===== config.mk =====
export PLATFORM = sky130hd
export DESIGN_NAME = uart_cmd_parser
export DESIGN_NICKNAME = d
export VERILOG_FILES = /design/src/rtl/uart_cmd_parser_pkg.sv /design/src/rtl/uart_cmd_parser_frame_timeout.sv /design/src/rtl/uart_cmd_parser.sv
export SDC_FILE = /design/constraint.sdc
export NUM_CORES = 1
export LEC_CHECK = 0
export BUFFER_PORTS_ARGS = -buffer_cell sky130_fd_sc_hd__buf_2
export CAP_MARGIN = 25
export CORE_MARGIN = 2
export CORE_UTILIZATION = 55
export DETAILED_ROUTE_END_ITERATION = 7
export HOLD_SLACK_MARGIN = 0.12
export PLACE_DENSITY_LB_ADDON = 0.25
export SLEW_MARGIN = 20
export SYNTH_ARGS = -nofsm -noshare
export SYNTH_HDL_FRONTEND = slang
export SYNTH_SLANG_ARGS = --single-unit
export TNS_END_PERCENT = 50

===== constraint.sdc =====
create_clock -name clk -period 7.68 [get_ports clk]
set_input_delay 0 -clock clk [delete_from_list [all_inputs] [get_ports clk]]
set_output_delay 0 -clock clk [all_outputs]
set_load 0.03 [all_outputs]

===== src/rtl/uart_cmd_parser_pkg.sv =====
// Shared definitions for the UART command parser: FSM states, command codes,
// default framing bytes and the command-validity helper.
package uart_cmd_parser_pkg;

  typedef enum logic [2:0] {
    ST_IDLE = 3'd0,
    ST_CMD  = 3'd1,
    ST_PAY0 = 3'd2,
    ST_PAY1 = 3'd3,
    ST_PAY2 = 3'd4,
    ST_CHK  = 3'd5,
    ST_RESP = 3'd6
  } state_t;

  localparam logic [7:0] CMD_TEMPO_UP   = 8'h01;
  localparam logic [7:0] CMD_TEMPO_DOWN = 8'h02;
  localparam logic [7:0] CMD_PLAY_PAUSE = 8'h03;
  localparam logic [7:0] CMD_REVERSE    = 8'h04;
  localparam logic [7:0] CMD_SET_TONE   = 8'h10;
  localparam logic [7:0] CMD_CLR_TONE   = 8'h11;

  localparam logic [7:0] DEF_SYNC_BYTE  = 8'hA5;
  localparam logic [7:0] DEF_ACK_BYTE   = 8'h06;
  localparam logic [7:0] DEF_NAK_BYTE   = 8'h15;

  function automatic logic cmd_known(input logic [7:0] code);
    case (code)
      CMD_TEMPO_UP, CMD_TEMPO_DOWN, CMD_PLAY_PAUSE, CMD_REVERSE,
      CMD_SET_TONE, CMD_CLR_TONE: cmd_known = 1'b1;
      default:                    cmd_known = 1'b0;
    endcase
  endfunction

endpackage


===== src/rtl/uart_cmd_parser_frame_timeout.sv =====
// Inter-byte idle counter: counts enabled cycles since the last clear and
// saturates at TIMEOUT_CYCLES, where expired is raised.
module uart_cmd_parser_frame_timeout #(
  parameter int TIMEOUT_CYCLES = 1_250_000
) (
  input  logic clk,
  input  logic rst_n,
  input  logic clear,
  input  logic enable,
  output logic expired
);

  localparam int W = $clog2(TIMEOUT_CYCLES + 1);
  localparam logic [W-1:0] LIMIT = W'(TIMEOUT_CYCLES);

  logic [W-1:0] count;

  always_ff @(posedge clk or negedge rst_n) begin
    if (!rst_n) begin
      count <= '0;
    end else if (clear) begin
      count <= '0;
    end else if (enable && (count != LIMIT)) begin
      count <= count + 1'b1;
    end
  end

  assign expired = enable && (count == LIMIT);

endmodule


===== src/rtl/uart_cmd_parser.sv =====
// Decodes SYNC/CMD/payload/CHK frames from the UART receiver into control
// pulses and a tone override, answering each complete frame with ACK or NAK.
module uart_cmd_parser
  import uart_cmd_parser_pkg::*;
#(
  parameter int         CLOCK_FREQ     = 125_000_000,
  parameter int         TIMEOUT_CYCLES = 1_250_000,
  parameter logic [7:0] SYNC_BYTE      = DEF_SYNC_BYTE,
  parameter logic [7:0] ACK_BYTE       = DEF_ACK_BYTE,
  parameter logic [7:0] NAK_BYTE       = DEF_NAK_BYTE
) (
  input  logic        clk,
  input  logic        rst_n,
  input  logic [7:0]  rx_data,
  input  logic        rx_valid,
  output logic        rx_ready,
  output logic [7:0]  tx_data,
  output logic        tx_valid,
  input  logic        tx_ready,
  output logic        tempo_up,
  output logic        tempo_down,
  output logic        play_pause,
  output logic        reverse,
  output logic [23:0] tone_override,
  output logic        tone_override_valid
);

  // A non-positive clock frequency is treated as "no real time base" and
  // disables the inter-byte timeout altogether.
  localparam bit TIMER_ON = (CLOCK_FREQ > 0);

  state_t      state;
  logic [7:0]  cmd;
  logic [7:0]  acc;
  logic [23:0] payload;
  logic        rx_fire;
  logic        tx_fire;
  logic        in_frame;
  logic        expired;
  logic        chk_good;

  assign rx_fire  = rx_valid && rx_ready;
  assign tx_fire  = tx_valid && tx_ready;
  assign in_frame = (state != ST_IDLE) && (state != ST_RESP);
  assign chk_good = (rx_data == acc) && cmd_known(cmd);

  uart_cmd_parser_frame_timeout #(
    .TIMEOUT_CYCLES(TIMEOUT_CYCLES)
  ) u_timeout (
    .clk    (clk),
    .rst_n  (rst_n),
    .clear  (rx_fire || !in_frame),
    .enable (in_frame && TIMER_ON),
    .expired(expired)
  );

  always_ff @(posedge clk or negedge rst_n) begin
    if (!rst_n) begin
      state               <= ST_IDLE;
      cmd                 <= 8'h00;
      acc                 <= 8'h00;
      payload             <= 24'h0;
      rx_ready            <= 1'b1;
      tx_data             <= 8'h00;
      tx_valid            <= 1'b0;
      tempo_up            <= 1'b0;
      tempo_down          <= 1'b0;
      play_pause          <= 1'b0;
      reverse             <= 1'b0;
      tone_override       <= 24'h0;
      tone_override_valid <= 1'b0;
    end else begin
      tempo_up   <= 1'b0;
      tempo_down <= 1'b0;
      play_pause <= 1'b0;
      reverse    <= 1'b0;

      case (state)
        ST_IDLE: begin
          if (rx_fire && (rx_data == SYNC_BYTE)) begin
            acc   <= 8'h00;
            state <= ST_CMD;
          end
        end

        ST_CMD, ST_PAY0, ST_PAY1, ST_PAY2, ST_CHK: begin
          // Timeout wins over a byte arriving in the same cycle; that byte is lost.
          if (expired) begin
            state <= ST_IDLE;
          end else if (rx_fire) begin
            case (state)
              ST_CMD: begin
                cmd   <= rx_data;
                acc   <= rx_data;
                state <= (rx_data == CMD_SET_TONE) ? ST_PAY0 : ST_CHK;
              end
              ST_PAY0, ST_PAY1, ST_PAY2: begin
                payload <= {payload[15:0], rx_data};
                acc     <= acc ^ rx_data;
                state   <= (state == ST_PAY2) ? ST_CHK : state_t'(state + 3'd1);
              end
              default: begin
                tx_data  <= chk_good ? ACK_BYTE : NAK_BYTE;
                tx_valid <= 1'b1;
                rx_ready <= 1'b0;
                state    <= ST_RESP;
                if (chk_good) begin
                  case (cmd)
                    CMD_TEMPO_UP:   tempo_up   <= 1'b1;
                    CMD_TEMPO_DOWN: tempo_down <= 1'b1;
                    CMD_PLAY_PAUSE: play_pause <= 1'b1;
                    CMD_REVERSE:    reverse    <= 1'b1;
                    CMD_SET_TONE: begin
                      tone_override       <= payload;
                      tone_override_valid <= 1'b1;
                    end
                    CMD_CLR_TONE:   tone_override_valid <= 1'b0;
                    default: ;
                  endcase
                end
              end
            endcase
          end
        end

        ST_RESP: begin
          if (tx_fire) begin
            tx_valid <= 1'b0;
            rx_ready <= 1'b1;
            state    <= ST_IDLE;
          end
        end

        default: begin
          state    <= ST_IDLE;
          rx_ready <= 1'b1;
          tx_valid <= 1'b0;
        end
      endcase
    end
  end

endmodule


; Yosys cells after proc, flatten, opt, wreduce, memory -nomap -nowiden
; Index checks and enable logic that the tools add are counted.
[word_totals]
mem_count = 0
reg_bits = 103
mem_bits_ro = 0
elab_cells = 123
out_inout_bits = 39
ram_bits = 0
latchBits = 0
[op_classes]
mux = 52
reduce_logical = 26
order_cmp = 0
n_shift = 0
add_sub_neg = 2
div = 0
bitwise = 4
eq_ne = 25
mul = 0
[op_table]
columns = cell, count
row1 = 2-to-1 mux 21 bit, 2
row2 = 2-to-1 mux 1 bit, 33
row3 = case mux 8 bit (2 select lines), 2
row4 = == test 8 x 5 -> 1 bit (second input constant), 3
row5 = 2-to-1 mux 8 bit, 3
row6 = adder 21 x 1 -> 21 bit (second input constant), 1
row7 = == test 21 bit (second input constant), 1
row8 = != test 21 bit (second input constant), 1
row9 = 2-to-1 mux 3 bit, 6
row10 = == test 8 x 2 -> 1 bit (second input constant), 2
row11 = AND reduction 4 bit, 3
row12 = AND reduction 6 bit, 2
row13 = != test 2 bit (second input constant), 5
row14 = AND reduction 5 bit, 2
row15 = == test 3 bit (second input constant), 3
row16 = != test 3 bit (second input constant), 3
row17 = case mux 3 bit (3 select lines), 1
row18 = == test 8 x 1 -> 1 bit (second input constant), 1
row19 = == test 8 x 3 -> 1 bit (second input constant), 1
row20 = == test 8 bit, 1
row21 = == test 8 bit (second input constant), 1
row22 = XOR 8 bit, 1
row23 = logical AND 1 bit, 7
row24 = == test 3 x 2 -> 1 bit (second input constant), 2
row25 = 17 further kinds, 22

; Depth between registers and ports, before layout
[logic_depth]
ltp_word = 9
depth_mapped = 10
mapped_depth_nobuf = 7

; Hierarchy
; A second synthesis with hierarchy kept.
[hier_totals]
hier_cells = 419
hier_area_um2 = 4759.6
[modules_own_cells]
columns = module, instances, cells_each, seq_area_each_um2, area_per_inst_um2
row1 = uart_cmd_parser, 1, 295, 1928.1, 3589.7
row2 = uart_cmd_parser_frame_timeout, 1, 124, 525.5, 1169.9

; Worst setup path before layout
; Ideal clock, no wire load.
[synth_timing]
path_type = register to register
start = register state[2]
end = register tone_override[0]
stages_incl_launch_ff = 11
arrival_ns = 2.371
n_path_buf = 4
path_slack_ns = 5.183
setup_time_ns = 0.125
period_less_slack_ns = 2.497
cell_sequence = dfrtp_1 -> buf_2 -> clkinv_1 -> ha_1 -> clkbuf_1 -> nor4b_2 -> and4_1 -> and4_4 -> buf_6 -> buf_6 -> mux2_4
[synth_via]
elab_chain_len = 5
[synth_lines]
columns = item, line_no
row1 = "start, declared", uart_cmd_parser.sv:32  ; state_t state;
row2 = "start signal, assigned", uart_cmd_parser.sv:95  ; state <= (rx_data == CMD_SET_TONE) ? ST_PAY0 : ST_CHK;
row3 = "start signal, assigned", uart_cmd_parser.sv:100  ; state <= (state == ST_PAY2) ? ST_CHK : state_t'(state + 3'd1);
row4 = != test 3 bit or nonzero test 3 bit (tied branches), uart_cmd_parser.sv:44  ; assign in_frame = (state != ST_IDLE) && (state != ST_RESP);
row5 = logical AND 1 bit, uart_cmd_parser.sv:44
row6 = logical AND 1 bit, uart_cmd_parser_frame_timeout.sv:28  ; assign expired = enable && (count == LIMIT);
row7 = inverter 1 bit (no source line), n/a
row8 = AND reduction 6 bit (no source line) *, n/a
row9 = "end signal, assigned", uart_cmd_parser.sv:114  ; tone_override <= payload;
row10 = "end, declared", uart_cmd_parser.sv:24  ; output logic [23:0] tone_override,
; Mark *: on every way between the ends. The rest lies on a longest branch, timed or not.
; A chain may end at the register's enable or synchronous reset.

; Worst setup path in the final report
[layout_timing]
start = register state[2]
end = register state[1]
[layout_via]
elab_chain_len = 6
[layout_lines]
columns = item, line_no
row1 = == test 3 bit or == test 3 x 2 -> 1 bit (tied branches), "uart_cmd_parser.sv:78, uart_cmd_parser.sv:91, uart_cmd_parser.sv:100"
row2 = OR reduction 3 bit or 2-to-1 mux 3 bit (tied branches), n/a
row3 = case mux 3 bit (2 select lines), uart_cmd_parser.sv:91  ; case (state)
row4 = 2-to-1 mux 3 bit, uart_cmd_parser.sv:90  ; end else if (rx_fire) begin
row5 = 2-to-1 mux 3 bit, uart_cmd_parser.sv:88  ; if (expired) begin
row6 = case mux 3 bit (3 select lines), uart_cmd_parser.sv:78  ; case (state)
; Parallel ways exist; a longest one is shown, timed or not. The select of a mux whose other input is x is not followed.

==> metrics.md <==
| Metric | Value |
|---|---|
| Setup WS pre-CTS | 4.84 ns |
| Vias in the first global route | 3246 |
| Most frequent cells in the layout | dfrtp_1, nor2_1, buf_2 |
| Mean routed wirelength per cell | 16.5 um |
| Die ar. | 0.00955 mm^2 |
| Io pins | 51 |
| Status | completed |
| Initial DRC count | 208 |
| Async SR Flop Fraction | 100% |
| Critical Path End Type | flip-flop |
| First-pass GRT wire length | 16400 um |
| Root Driver | clkbuf_8 |
| Die Y | 97.7 um |
| Layout area overhead | 12.4% |
| CTS hold repair buffers | 11 |
| Max Cap Viol | 0 |
| Crit path from | state[2] |
| CP peak stage delay | 0.66 ns |
| Final worst setup slack | 4.73 ns |
| Setup Fix Bufs, Post-CTS | 0 |
| Sum Neg Setup Slack | 0 ns |
| Resize count post-CTS | 0 |
| Cells after synthesis | 413 |
| #FFs+latches synth | 98 |
| Most common cell after layout, fill and taps aside | dfrtp_1 |
| Max-slew violation count | 0 |
| Clock transition at path regs | 0.10 ns |
| Yosys warnings | 0 |
| Layout cells sized above 1 | 29.3% |
| Final Wtd Congestion | 0.887 |
| Final min period | 2.95 ns |
| Unique masters post-synth | 59 |
| Worst path bufs/invs | 1 |
| Unrepaired setup endpoints after global routing | no |
| Synthesized area | 0.00483 mm^2 |
| Peak supply drop | 0.117 mV |
| Max clock buf depth | 2 |
| Grt total ovfl | 0 |
| Core area | 0.00864 mm^2 |
| Hold Fails Final Rpt | 0 |
| Layout Nets | 481 |
| Worst-Margin Slew | 0.796 ns |
| Max Freq | 340 MHz |
| Max_slew headroom | 46.9% |
| All-Layer GR Usage | 21.0% |
| Diode count | 0 |
| Worst path top cell family by delay | compound AO/OA/AOI/OAI gates |
| Starting Density | 55.9% |
| Hold Crit Class | input pin to async pin |
| Worst path cell trace | clkinv_1, ha_1, a211oi_2, nor2b_1, o311a_1, mux2_2 |
| WP data required | 7.93 ns |
| Critical path startpoint category | flip-flop |
| Reg-to-reg slack, setup | 4.73 ns |
| Initial antenna violation count | 0 |
| Placed wire-length estimate | 6430 um |
| Setup Skew | 0.0122 ns |
| CTS sink count | 98 |
| First-pass DRT Iterations | 5 |
| Leak | 2.59 nW |
| Syn_area_per_cell | 11.7 um^2 |
| Clk_lat worst skew | 0.37 ns |
| Largest net degree at the start of global routing | 85 |
| Worst r2r src | state[2] |
| Post-synth EDFFs | 0 |
| Setup CP Type | flip-flop to flip-flop |
| Reg2reg end | state[1] |
| Final Setup Violations | 0 |
| H-tree depth | 3 |
| Register area share after synthesis | 50.8% |
| Port bufs | 46 |
| Worst Path Arrival | 3.20 ns |
| Final WL | 9500 um |
| Total Power | 0.880 mW |
| Final worst-path cycle share | 38.3% |
| CP max-delay cell | a211oi_2 |
| Reg2reg path depth | 6 |
| Die Width | 97.7 um |
| Post-route ant nets | 0 |
| Vias/cell | 5.79 |
| Finished Core Util | 62.9% |
| CTS tree | built |
| CP max FO | 13 |
| Total CTS buffers | 9 |
| Via count | 3332 |
| Core Rows | 34 |
| PD cells | 162 mW/mm^2 |
| DRC | 0 |
| Most used DFF post-synth | dfrtp_1 |
==> Yosys cell counts, drive strengths merged (2+ instances only) <==
master,instances,share of area (%)
a211oi,3,0.47
a21oi,2,0.21
and3,5,0.65
and4,4,0.78
buf,15,2.2
clkbuf,12,0.93
dfrtp,97,50
ha,7,1.8
inv,8,0.62
mux2,56,15
mux2i,4,0.83
nand2,7,0.54
nand2b,4,0.67
nand3,16,1.7
nand4,22,2.8
nor2,49,3.8
nor2b,3,0.39
nor3,7,0.73
nor4,2,0.26
nor4b,5,1.0
nor4bb,2,0.41
o211ai,8,1.2
o21a,3,0.62
o21ai,7,0.73
o311a,2,0.41
o41ai,8,1.5
or2,4,0.52
or3,4,0.52
or4b,4,0.83
xnor2,13,2.4
xor2,13,2.4
==> registers in the layout, indices dropped and copies added (netlist names), 3 cells and up <==
signal	cells
tx_data	3
tone_override	24
acc	8
cmd	8
u_timeout.count	21
payload	24
state	3
==> cell families (layout without fill, tap and decap cells) <==
| logic type | count (synthesis) | after routing | share of synthesized area, % |
|---|---|---|---|
| AND/OR/NAND/NOR | 144 | 144 | 16.7 |
| flip-flops | 98 | 98 | 50.8 |
| multiplexers | 60 | 60 | 15.4 |
| AO/OA/AOI/OAI | 41 | 41 | 6.76 |
| buffers and inverters | 36 | 87 | 3.81 |
| XOR/XNOR | 26 | 26 | 4.72 |
| adder cells (fa/ha/maj) | 7 | 7 | 1.81 |
| other | 1 | 4 | 0.0776 |
==> through the flow <==
| stage | hold WS [ns] | area, um^2 | instances |
|---|---|---|---|
| finish | 0.144 | 5430 | 575 |
| global placement | -0.134 | 5100 | 547 |
| CTS | 0.130 | 5430 | 575 |
| detailed placement | -0.129 | 5110 | 548 |
| floorplan | -0.296 | 4840 | 416 |
| global route | 0.147 | 5430 | 575 |
==> how the worst max path moves through the flow <==
stage | endpoint | slack [ns] | cells after the start
2_1_floorplan | tone_override[0] | 5.18 | 10
4_1_cts | state[1] | 4.80 | 6
3_5_place_dp | tone_override[12] | 4.84 | 6
3_3_place_gp | payload[5] | 4.79 | 8
6_report | state[1] | 4.73 | 6
5_1_grt | state[0] | 4.60 | 6
==> power breakdown <==
group          switching (mW)  internal (mW)
combinational          0.0214        0.00910
clock                   0.204          0.130
sequential                  0          0.516
total                   0.226          0.654
==> area by class of cell <==
cell class | instances | area [um^2]
Clock buffer | 9 | 124
Clock inverter | 7 | 81.3
Fill cell | 679 | 3210
Inverter | 9 | 33.8
Multi-Input combinational cell | 282 | 2210
Sequential cell | 98 | 2450
Tap cell | 108 | 135
Timing Repair Buffer | 62 | 392
==> per-layer routing <==
layer | GRT usage (%) | vias up | part of all wire [%]
li1 | - | 1587 | -
met5 | 0 | - | 0
met1 | 30.6 | 1629 | 47
met3 | 3.45 | 14 | 4.6
met2 | 32.2 | 102 | 47
met4 | 7.16 | 0 | 1.8
Note: power is estimated with default switching activity, not from simulation.
